**config.mk**
```make
export PLATFORM = sky130hd
export DESIGN_NAME = fetch_stage
export DESIGN_NICKNAME = d
export VERILOG_FILES = /design/src/rtl/fetch_pkg.sv /design/src/rtl/ifid_reg.sv /design/src/rtl/fetch_stage.sv
export SDC_FILE = /design/constraint.sdc
export NUM_CORES = 1
export LEC_CHECK = 0
export ABC_AREA = 1
export CAP_MARGIN = 20
export CORE_MARGIN = 2
export CORE_UTILIZATION = 45
export DETAILED_ROUTE_END_ITERATION = 8
export HOLD_SLACK_MARGIN = 0.05
export PLACE_DENSITY_LB_ADDON = 0.15
export SYNTH_ARGS = -nofsm -noshare
export SYNTH_HDL_FRONTEND = slang
export SYNTH_SLANG_ARGS = --single-unit
```
**constraint.sdc**
```tcl
create_clock -name clk -period 2.8 [get_ports clk]
set_clock_uncertainty 0.2 [all_clocks]
set_input_delay 0.56 -clock clk [delete_from_list [all_inputs] [get_ports clk]]
set_output_delay 0.56 -clock clk [all_outputs]
set_load 0.02 [all_outputs]
```
**src/rtl/fetch_pkg.sv**
```systemverilog
// Shared types and constants for the LEGv8 instruction fetch stage.
package fetch_pkg;

  // FETCH issues a request, WAIT expects the response, HOLD parks a response
  // captured during a stall, DROP swallows a response squashed by a flush.
  typedef enum logic [1:0] {
    FETCH = 2'd0,
    WAIT  = 2'd1,
    HOLD  = 2'd2,
    DROP  = 2'd3
  } state_t;

  // The decoder maps an all-zero word to all-zero control signals.
  localparam logic [31:0] NOP_INSTR = 32'h0;

  // Sequential PC step.
  localparam int PC_INCR = 4;

  // PC value after reset.
  localparam logic [63:0] DEFAULT_RESET_PC = 64'h0;

endpackage

```
**src/rtl/ifid_reg.sv**
```systemverilog
// IF/ID pipeline register: clear beats hold beats load; otherwise a bubble.
module ifid_reg
  import fetch_pkg::*;
#(
  parameter int N  = 64,
  parameter int IW = 32
) (
  input  logic          clk,
  input  logic          reset,
  input  logic          load,
  input  logic          hold,
  input  logic          clear,
  input  logic [N-1:0]  load_pc,
  input  logic [IW-1:0] load_instr,
  output logic          valid,
  output logic [N-1:0]  pc,
  output logic [IW-1:0] instr
);

  // Pipeline register update with flush > stall > load > bubble priority.
  always_ff @(posedge clk or negedge reset) begin
    if (!reset) begin
      valid <= 1'b0;
      pc    <= '0;
      instr <= IW'(NOP_INSTR);
    end else if (clear) begin
      // NOTE: sequential state uses non-blocking assignments so every register
      // samples the pre-edge values regardless of statement order.
      valid <= 1'b0;
      pc    <= '0;
      instr <= IW'(NOP_INSTR);
    end else if (hold) begin
      valid <= valid;
      pc    <= pc;
      instr <= instr;
    end else if (load) begin
      valid <= 1'b1;
      pc    <= load_pc;
      instr <= load_instr;
    end else begin
      // Nothing new arrived: insert a bubble; pc is left as is.
      valid <= 1'b0;
      instr <= IW'(NOP_INSTR);
    end
  end

endmodule

```
**src/rtl/fetch_stage.sv**
```systemverilog
// LEGv8 fetch stage: owns the PC, keeps one instruction-memory request in
// flight, and feeds the IF/ID register honouring stall and branch flush.
module fetch_stage
  import fetch_pkg::*;
#(
  parameter int          N        = 64,
  parameter logic [N-1:0] RESET_PC = N'(DEFAULT_RESET_PC),
  parameter int          IW       = 32
) (
  input  logic          clk,
  input  logic          reset,
  input  logic          stall,
  input  logic          flush,
  input  logic [N-1:0]  branch_target,
  output logic          imem_req,
  output logic [N-1:0]  imem_addr,
  input  logic          imem_ready,
  input  logic [IW-1:0] imem_rdata,
  output logic          ifid_valid,
  output logic [N-1:0]  ifid_pc,
  output logic [IW-1:0] ifid_instr
);

  state_t        state;
  logic [N-1:0]  pc;
  logic          hold_valid;
  logic [IW-1:0] hold_instr;

  logic          load_direct;
  logic          load_held;
  logic          ifid_load;
  logic [IW-1:0] ifid_load_instr;

  // Request strobe is combinational so the address goes out in the FETCH
  // cycle itself; it is gated by reset and suppressed by a redirect.
  assign imem_req  = reset && (state == FETCH) && !flush;
  assign imem_addr = pc;

  // IF/ID is loaded straight from memory or from the hold buffer after a stall.
  assign load_direct     = (state == WAIT) && imem_ready && !stall;
  assign load_held       = (state == HOLD) && hold_valid && !stall;
  assign ifid_load       = !flush && (load_direct || load_held);
  assign ifid_load_instr = (state == HOLD) ? hold_instr : imem_rdata;

  // Fetch control FSM: PC, state and hold-buffer occupancy.
  always_ff @(posedge clk or negedge reset) begin
    if (!reset) begin
      state      <= FETCH;
      pc         <= RESET_PC;
      hold_valid <= 1'b0;
    end else begin
      case (state)
        FETCH: begin
          if (flush) pc <= branch_target;
          else       state <= WAIT;
        end
        WAIT: begin
          if (flush) begin
            pc    <= branch_target;
            state <= imem_ready ? FETCH : DROP;
          end else if (imem_ready) begin
            if (stall) begin
              hold_valid <= 1'b1;
              state      <= HOLD;
            end else begin
              pc    <= pc + N'(PC_INCR);
              state <= FETCH;
            end
          end
        end
        HOLD: begin
          if (flush) begin
            hold_valid <= 1'b0;
            pc         <= branch_target;
            state      <= FETCH;
          end else if (!stall) begin
            hold_valid <= 1'b0;
            pc         <= pc + N'(PC_INCR);
            state      <= FETCH;
          end
        end
        DROP: begin
          if (flush)      pc <= branch_target;
          if (imem_ready) state <= FETCH;
        end
        default: state <= FETCH;
      endcase
    end
  end

  // Hold buffer data, written when a response lands during a stall.
  always_ff @(posedge clk) begin
    // NOTE: pure data storage needs no reset; hold_valid qualifies its content.
    if (state == WAIT && imem_ready && stall && !flush) hold_instr <= imem_rdata;
  end

  ifid_reg #(
    .N  (N),
    .IW (IW)
  ) u_ifid_reg (
    .clk        (clk),
    .reset      (reset),
    .load       (ifid_load),
    .hold       (stall),
    .clear      (flush),
    .load_pc    (pc),
    .load_instr (ifid_load_instr),
    .valid      (ifid_valid),
    .pc         (ifid_pc),
    .instr      (ifid_instr)
  );

endmodule

```
# Yosys cells after proc, flatten, opt, wreduce, memory -nomap -nowiden
# Index checks and enable logic that the tools add are counted.
# Widths: inputs -> output; s select.
# totals
output_inout_bits,162
register_bits,196
inputBits,101
# classes
n_reduce_logical,20
addsub,1
mux,31
eq_ne,12
# op_table
cell,n
$mux 64,8
$pmux 64 s3,1
$mux 32,4
$add 64x3->64 const B,1
$mux 2,8
$ne 2x2->1 const B,5
$logic_and 1x1->1,9
$mux 1,8
$pmux 2 s4,1
$ne 3x3->1 const B,2
$reduce_and 5->1,1
$eq 2x2->1 const B,2
$ne 2x1->1 const B,2
$reduce_and 2->1,2
$reduce_and 4->1,1
$reduce_bool 2->1,2
$eq 2x1->1 const B,1
$logic_not 1->1,2
$logic_not 2->1,1
$pmux 1 s2,1
$reduce_or 2->1,1
$logic_or 1x1->1,1

# Logic depth before layout (Yosys ltp)
# Gate-level depths: netlist of the first run.
# logic_depth
word_depth,8
mapped_depth,12

# By module
# Synthesis of the first run repeated with hierarchy kept, for this count alone.
# hier_totals
hier_cells,1488
area_unflattened_um2,11050.6
# modules_own_cells
mod,seq_area_each_um2,cells_each,instances,area_each_um2
fetch_stage,2637.5,1049,1,6829.0
ifid_reg,2427.3,439,1,4221.5

# Worst setup path before layout of the first run
# No wires, ideal clock.
# synth_path
path_type,input to register
from,input flush
to,"register hold_instr[0], enable pin"
setup_ps,422
n_path_buf,1
stages,4
arrival_time_ps,2285
t_required_ps,2178
setup_slack_ps,-107
path_cell_list,buf_2 > inv_2 > nand2_1 > nor2_1
# synth_between
elab_chain_cells,2
# synth_lines
item,line,rtl
start: declaration,fetch_stage.sv:13,"input logic flush,"
$logic_not 1->1,fetch_stage.sv:94,if (state == WAIT && imem_ready && stall && !flush) hold_instr <= imem_rdata;
$logic_and 1x1->1,fetch_stage.sv:94,
end signal: assignment,fetch_stage.sv:94,
end: declaration,fetch_stage.sv:27,logic [IW-1:0] hold_instr;
# No other way between the ends.
# A chain may end at the register's enable or synchronous reset.

# Final worst setup path of the first run
# layout_path
from,register state[0]
to,output imem_req
# layout_between
elab_chain_cells,3
# layout_lines
item,line,rtl
start: declaration,fetch_stage.sv:24,state_t state;
start signal: assignment,fetch_stage.sv:60,state <= imem_ready ? FETCH : DROP;
$logic_not 2->1,fetch_stage.sv:36,assign imem_req = reset && (state == FETCH) && !flush;
$logic_and 1x1->1 (2 in series),fetch_stage.sv:36,
end: declaration,fetch_stage.sv:15,"output logic imem_req,"
# No other way between the ends.

==> results.tsv, run 1 <==
metric	value	unit
row cnt	55	
Post-synth EDFFs	32	
Adder-Cell Fraction of Synth Area	0.716	%
total grt overflow	0	
CTS HTree Levels	4	
Clock Power Share	19.8	%
crit path DAT	1.89	ns
setup TNS	0	ns
Async S/R FF share, synth	83.7	%
status	finished, final reports clean	
LEAKAGE	6.28	nW
Slew @ Worst Pin	0.707	ns
Cell variety after synth	35	
Die Y-Extent	157	um
Crit. End Element	primary output	
Final setup viols	0	
CP required	2.04	ns
DRC viols	0	
Synth Area in Compound Gates	11.6	%
drt via density	5.20	
post-synthesis cell count	1401	
unrepaired setup endpoints after global routing	false	
initial DRC count	805	
GRT Overall Usage	29.4	%
Synth top area share	39.2	%
crit-path max FO	4	
CTS buffer count	17	
Post-Syn Area	10500	um^2
Buffers on Ports	262	
worst r2r dst	imem_addr[26]$_DFFE_PN0P_	
Die X	157	um
Synth Area in Simple Gates	29.2	%
post-synthesis mux area share	0	%
syn avg cell area	7.48	um^2
Final WS setup	0.149	ns
hold_buf cts	0	
critical path cell sequence	inv_1, ha_1, nand2_1, nor2_1, clkdlybuf4s50_1	
post-synth top area cell	dfrtp_1	
largest net degree at the start of global routing	114	
total clock sinks	196	
Max-Cap Viols	0	
Final Critical Period	2.65	ns
max frequency	377	MHz
register area share after synthesis	48.3	%
largest family of logic cells by synthesized area	simple AND/OR/NAND/NOR gates	
Via Count	10243	
Main synth FF type	dfrtp_1	
Hold Vio Cnt, Final	0	
Post-Synth XOR/XNOR Area	0.585	%
worst setup path category	register to primary output	
CTS tree	done	
# placed instances	1939	
power share of the sequential group	34.8	%
vias in the first global route	9991	
CP max stage delay	0.61	ns
r2r startpoint	imem_addr[2]$_DFFE_PN0P_	
detailed placement HPWL	26000	um
pre-CTS setup slack	0.206	ns
# resized after CTS	0	
Hold Worst Slack	0.0379	ns
register bit total from synthesis	196	
synth warn	0	
Rel. slew slack	52.5	%
DRT Pass-1 Iters	5	
total core area	22800	um^2
first-pass GRT wire length	55200	um
Initial Util	46.0	%
Worst Reg-to-Reg Cells	10	
Worst path slowest cell	clkdlybuf4s50_1	
Final #Nets	1752	
switch share	45.0	%
Antenna Nets Post-Route	0	
final WL	35300	um
VDD IR max	0.492	mV
final cell utilization of the core	62.1	%
Finished Layout Cells	1971	
Mapped Nets	1508	
post-CTS setup buffer count	0	
Slew Viols, Final	0	
CTS Root Cell	clkbuf_16	
initial antenna violation count	0	
share of layout cells above drive strength 1	5.73	%
Pint	0.00727	W
worst skew pair latency	0.44	ns
die area	24500	um^2
r2r setup slk	0.40	ns
Startpoint Class	register	
global placement routability congestion	0.940	
Net Sw Power	0.00594	W
# IOs	263	
CTS Buffer Depth	2	
min-delay worst type	primary input to asynchronous set/reset pin	
Final period util	94.7	%
Reg clk slew, reported paths	0.08	ns
pwr dens	933	nW/um^2
WL/cell	17.9	um
Area growth, synth to finish	35.0	%
Logic pwr share	45.3	%
Antenna diodes	0	
Filler Cell Count	2035	
top cells by area, synth	dfrtp_1, nand2_1, edfxtp_1	
==> state kept, by name (all words and copies together), names as in the netlist <==
register,cells
u_ifid_reg.pc,64
u_ifid_reg.instr,32
u_ifid_reg.valid,1
hold_instr,32
state,2
imem_addr,64
hold_valid,1
==> worst max-delay path by stage <==
stage | startpoint | endpoint | slack [ns]
final | state[0]$_DFFE_PN0P_ | imem_req | 0.15
after global routing | state[1]$_DFFE_PN0P_ | imem_req | 0.03
after CTS | state[0]$_DFFE_PN0P_ | imem_req | 0.12
after detailed placement | flush | imem_addr[20]$_DFFE_PN0P_ | 0.21
after global placement | flush | imem_req | 0.23
after floorplan | flush | hold_instr[0]$_DFFE_PP_ | 0.43
==> critical path, delay by kind of cell (launching register included) <==
kind | cells | cell delay, ns
buffers and inverters | 2 | 0.72
flip-flops | 1 | 0.42
AND/OR/NAND/NOR | 2 | 0.13
adder cells (fa/ha/maj) | 1 | 0.18
==> per-layer routing <==
metal	GRT usage [%]	wire length [um]
met5	0	0
met4	10.7	1100
met3	7.59	2810
met2	47.4	16600
met1	38.5	14800
==> per-stage QoR <==
step	total power, W	instance area [um^2]
detailed placement	0.0106	13500
CTS	0.0132	14200
finish	0.0132	14200
global placement	0.0105	13500
floorplan	0.00783	10500
global route	0.0140	14200
==> cells in the final DEF (no fill, tap or decap), drive strengths merged <==
cell type / count
nand2: 374
nor2: 274
clkdlybuf4s50: 261
inv: 201
dfrtp: 164
o22ai: 73
nand3: 68
o21ai: 63
edfxtp: 32
o31ai: 32
a21oi: 19
clkbuf: 17
buf: 17
nand4: 14
clkinv: 12
nor3: 8
a22oi: 7
xor2: 7
ha: 6
a31oi: 3
o21bai: 2
o211a: 1
and2: 1
clkinvlp: 1
bufinv: 1
==> synth_stat cells, types with 3 or more instances <==
cell type  count
nor2_1       251
inv_1        194
nor2_2        14
buf_4          3
nand2_1      364
a22oi_1        7
clkbuf_1      18
ha_1           6
xor2_1         7
a21oi_1       19
buf_2         29
nor3_1         7
nand4_1       14
nor2_4         9
o31ai_1       31
o22ai_1       73
a31oi_1        3
nand2_2        8
nand3_1       67
o21ai_1       12
dfrtp_1      164
inv_2          5
o21ai_0       49
edfxtp_1      32
==> power by group through the flow <==
stage / clock (W) / sequential, W / combinational (W)
2_1_floorplan: 0 / 0.00511 / 0.00272
3_3_place_gp: 0 / 0.00461 / 0.00589
3_5_place_dp: 0 / 0.00462 / 0.00597
4_1_cts: 0.00265 / 0.00457 / 0.00600
5_1_grt: 0.00278 / 0.00471 / 0.00656
6_report: 0.00262 / 0.00460 / 0.00599
==> cell families after synthesis <==
| group | after synthesis |
|---|---|
| compound gates | 200 |
| xor+xnor | 7 |
| fa+ha+maj | 6 |
| buf+inv | 253 |
| flops | 196 |
| simple gates | 739 |
==> area by class of cell <==
class                      count  area, um^2  share of cell area [%]
timing repair buffer         278        2870                    20.3
inverter                     200         751                    5.30
sequential                   196        5060                    35.8
clock buffer                  17         425                    3.01
tap                          313         392                    2.77
clock inverter                15         214                    1.51
multi-input combinational    952        4440                    31.4
(Power assumes the default switching activity.)
==> inputs of run 2 (changes only) <==
--- a/config.mk
+++ b/config.mk
@@ -5,10 +5,9 @@
 export SDC_FILE = /design/constraint.sdc
 export NUM_CORES = 1
 export LEC_CHECK = 0
-export ABC_AREA = 1
 export CAP_MARGIN = 20
 export CORE_MARGIN = 2
-export CORE_UTILIZATION = 45
+export CORE_UTILIZATION = 44
 export DETAILED_ROUTE_END_ITERATION = 8
 export HOLD_SLACK_MARGIN = 0.05
 export PLACE_DENSITY_LB_ADDON = 0.15
==> run 2 against run 1 <==
Total power decreased by 16%. Sequential power decreased by 14%. Hold slack improved by 0.056 ns. Sequential cell count unchanged. Synthesized cell count is 31% lower. Cell count down 22%. Count of clock-buffer cells in the layout unchanged. Non-clock buffer count rose by 46. Utilization is 1.1 points higher. First-iteration DRC count is 15% lower. Clock power is essentially flat. Highest routed layer unchanged. Die area fell by 9.0%.
==> results.tsv, run 2 <==
metric	value	unit
syn avg cell area	9.64	um^2
Post-Synth XOR/XNOR Area	1.13	%
Max-Cap Viols	0	
vias in the first global route	8341	
LEAKAGE	5.20	nW
share of layout cells above drive strength 1	10.2	%
die area	22300	um^2
drt via density	5.60	
row cnt	53	
setup TNS	0	ns
register area share after synthesis	54.4	%
global placement routability congestion	0.868	
crit-path max FO	8	
Final period util	91.4	%
CTS HTree Levels	4	
Die Y-Extent	149	um
CTS Buffer Depth	2	
initial DRC count	682	
Finished Layout Cells	1534	
CP required	2.91	ns
Antenna Nets Post-Route	0	
Synth Area in Simple Gates	20.6	%
total grt overflow	0	
Startpoint Class	register	
unrepaired setup endpoints after global routing	false	
synth warn	0	
total core area	20900	um^2
CTS Root Cell	clkbuf_16	
Hold Vio Cnt, Final	0	
# IOs	263	
final WL	29100	um
Final setup viols	0	
Final WS setup	0.240	ns
crit path DAT	2.67	ns
initial antenna violation count	0	
status	finished, final reports clean	
r2r startpoint	imem_addr[15]$_DFFE_PN0P_	
max frequency	391	MHz
post-synth top area cell	dfrtp_1	
post-synthesis cell count	966	
Final #Nets	1352	
Synth Area in Compound Gates	15.6	%
Slew @ Worst Pin	0.921	ns
Rel. slew slack	38.6	%
Buffers on Ports	262	
Synth top cells by count	nand2_1, dfrtp_1, a21oi_1, o21ai_0, nor2_1	
VDD IR max	0.545	mV
detailed placement HPWL	20500	um
largest family of logic cells by synthesized area	simple AND/OR/NAND/NOR gates	
worst r2r dst	imem_addr[51]$_DFFE_PN0P_	
first-pass GRT wire length	45800	um
# placed instances	1500	
Main synth FF type	dfrtp_1	
Mapped Nets	1073	
Async S/R FF share, synth	83.7	%
r2r setup slk	0.24	ns
WL/cell	19.0	um
CTS buffer count	17	
Initial Util	44.6	%
Cell variety after synth	65	
GRT Overall Usage	26.3	%
worst skew pair latency	0.44	ns
Die X	149	um
top cells by area, synth	dfrtp_1, edfxtp_1, nand2_1	
most common cell in the synthesized netlist	nand2_1	
most common cell after layout, fill and taps aside	clkdlybuf4s50_1	
DRC viols	0	
worst setup path category	register to register	
largest net degree at the start of global routing	161	
Via Count	8595	
Slew Viols, Final	0	
Reg clk slew, reported paths	0.08	ns
min-delay worst type	primary input to asynchronous set/reset pin	
DRT Pass-1 Iters	5	
Adder-Cell Fraction of Synth Area	0.807	%
Post-Syn Area	9310	um^2
pwr dens	838	nW/um^2
register bit total from synthesis	196	
post-synthesis mux area share	4.05	%
Worst Reg-to-Reg Cells	6	
total clock sinks	196	
pre-CTS setup slack	0.0426	ns
final cell utilization of the core	63.3	%
most frequent cells in the layout	clkdlybuf4s50_1, nand2_1, dfrtp_1	
Post-synth EDFFs	32	
Synth top area share	44.1	%
Final Critical Period	2.56	ns
CTS tree	done	
Area growth, synth to finish	42.0	%
Crit. End Element	register	
[run 2: through the flow]
stage          hold slack [ns]  area (um^2)  power (W)
5_1_grt                  0.210        13200     0.0117
6_report                0.0939        13200     0.0111
3_5_place_dp             0.165        12600    0.00849
3_3_place_gp             0.165        12600    0.00841
4_1_cts                  0.194        13200     0.0111
2_1_floorplan           0.0644         9330    0.00629
[run 2: cells by family (layout without fill, tap and decap cells)]
logic type | Yosys count | after routing
AO/OA/AOI/OAI | 246 | 246
XOR/XNOR | 12 | 12
adder cells (fa/ha/maj) | 6 | 6
buffers and inverters | 77 | 369
flip-flops | 196 | 196
multiplexers | 37 | 37
other | 0 | 1
AND/OR/NAND/NOR | 392 | 392
[run 2: cell type report]
class	instances	area, um^2
Clock buffer	17	425
Tap cell	275	344
Clock inverter	15	211
Fill cell	1844	7670
Inverter	13	48.8
Timing Repair Buffer	324	3150
Multi-Input combinational cell	693	3970
Antenna cell	1	2.50
Sequential cell	196	5060
[run 2: critical path, cell delays in order, from the launching register on]
cell	delay [ns]
dfrtp_1	0.51
nand4_1	0.24
nor4_4	0.41
and4_1	0.40
nand3_1	0.24
o32ai_1	0.35
a21oi_1	0.07
[run 2: how the worst max path moves through the flow]
stage,startpoint,end,slack (ns),depth (start not counted)
2_1_floorplan,flush,hold_instr[0]$_DFFE_PP_,0.02,4
3_3_place_gp,imem_ready,imem_addr[57]$_DFFE_PN0P_,0.11,7
3_5_place_dp,imem_ready,imem_addr[53]$_DFFE_PN0P_,0.04,7
4_1_cts,state[0]$_DFFE_PN0P_,imem_req,0.08,4
5_1_grt,imem_addr[7]$_DFFE_PN0P_,imem_addr[50]$_DFFE_PN0P_,0.02,6
6_report,imem_addr[15]$_DFFE_PN0P_,imem_addr[51]$_DFFE_PN0P_,0.24,6
[run 2: routing by layer]
| metal | vias up | track usage, % | wire (um) |
|---|---|---|---|
| met2 | 355 | 41.1 | 13400 |
| met3 | 50 | 6.19 | 2320 |
| li1 | 4022 | - | - |
| met4 | 0 | 9.33 | 735 |
| met5 | - | 0 | 0 |
| met1 | 4168 | 36.0 | 12600 |
[run 2: power breakdown]
group          internal, W  switching [W]
clock              0.00138        0.00124
sequential         0.00343       0.000523
combinational      0.00195        0.00255
total              0.00676        0.00431
[run 2: timing repair]
item                                    CTS  global route
endpoints found under the hold margin     4             0
hold buffers                              1             0
endpoints found under the setup margin    0             1
buffers inserted                          0             0
gates resized for setup                   0             1
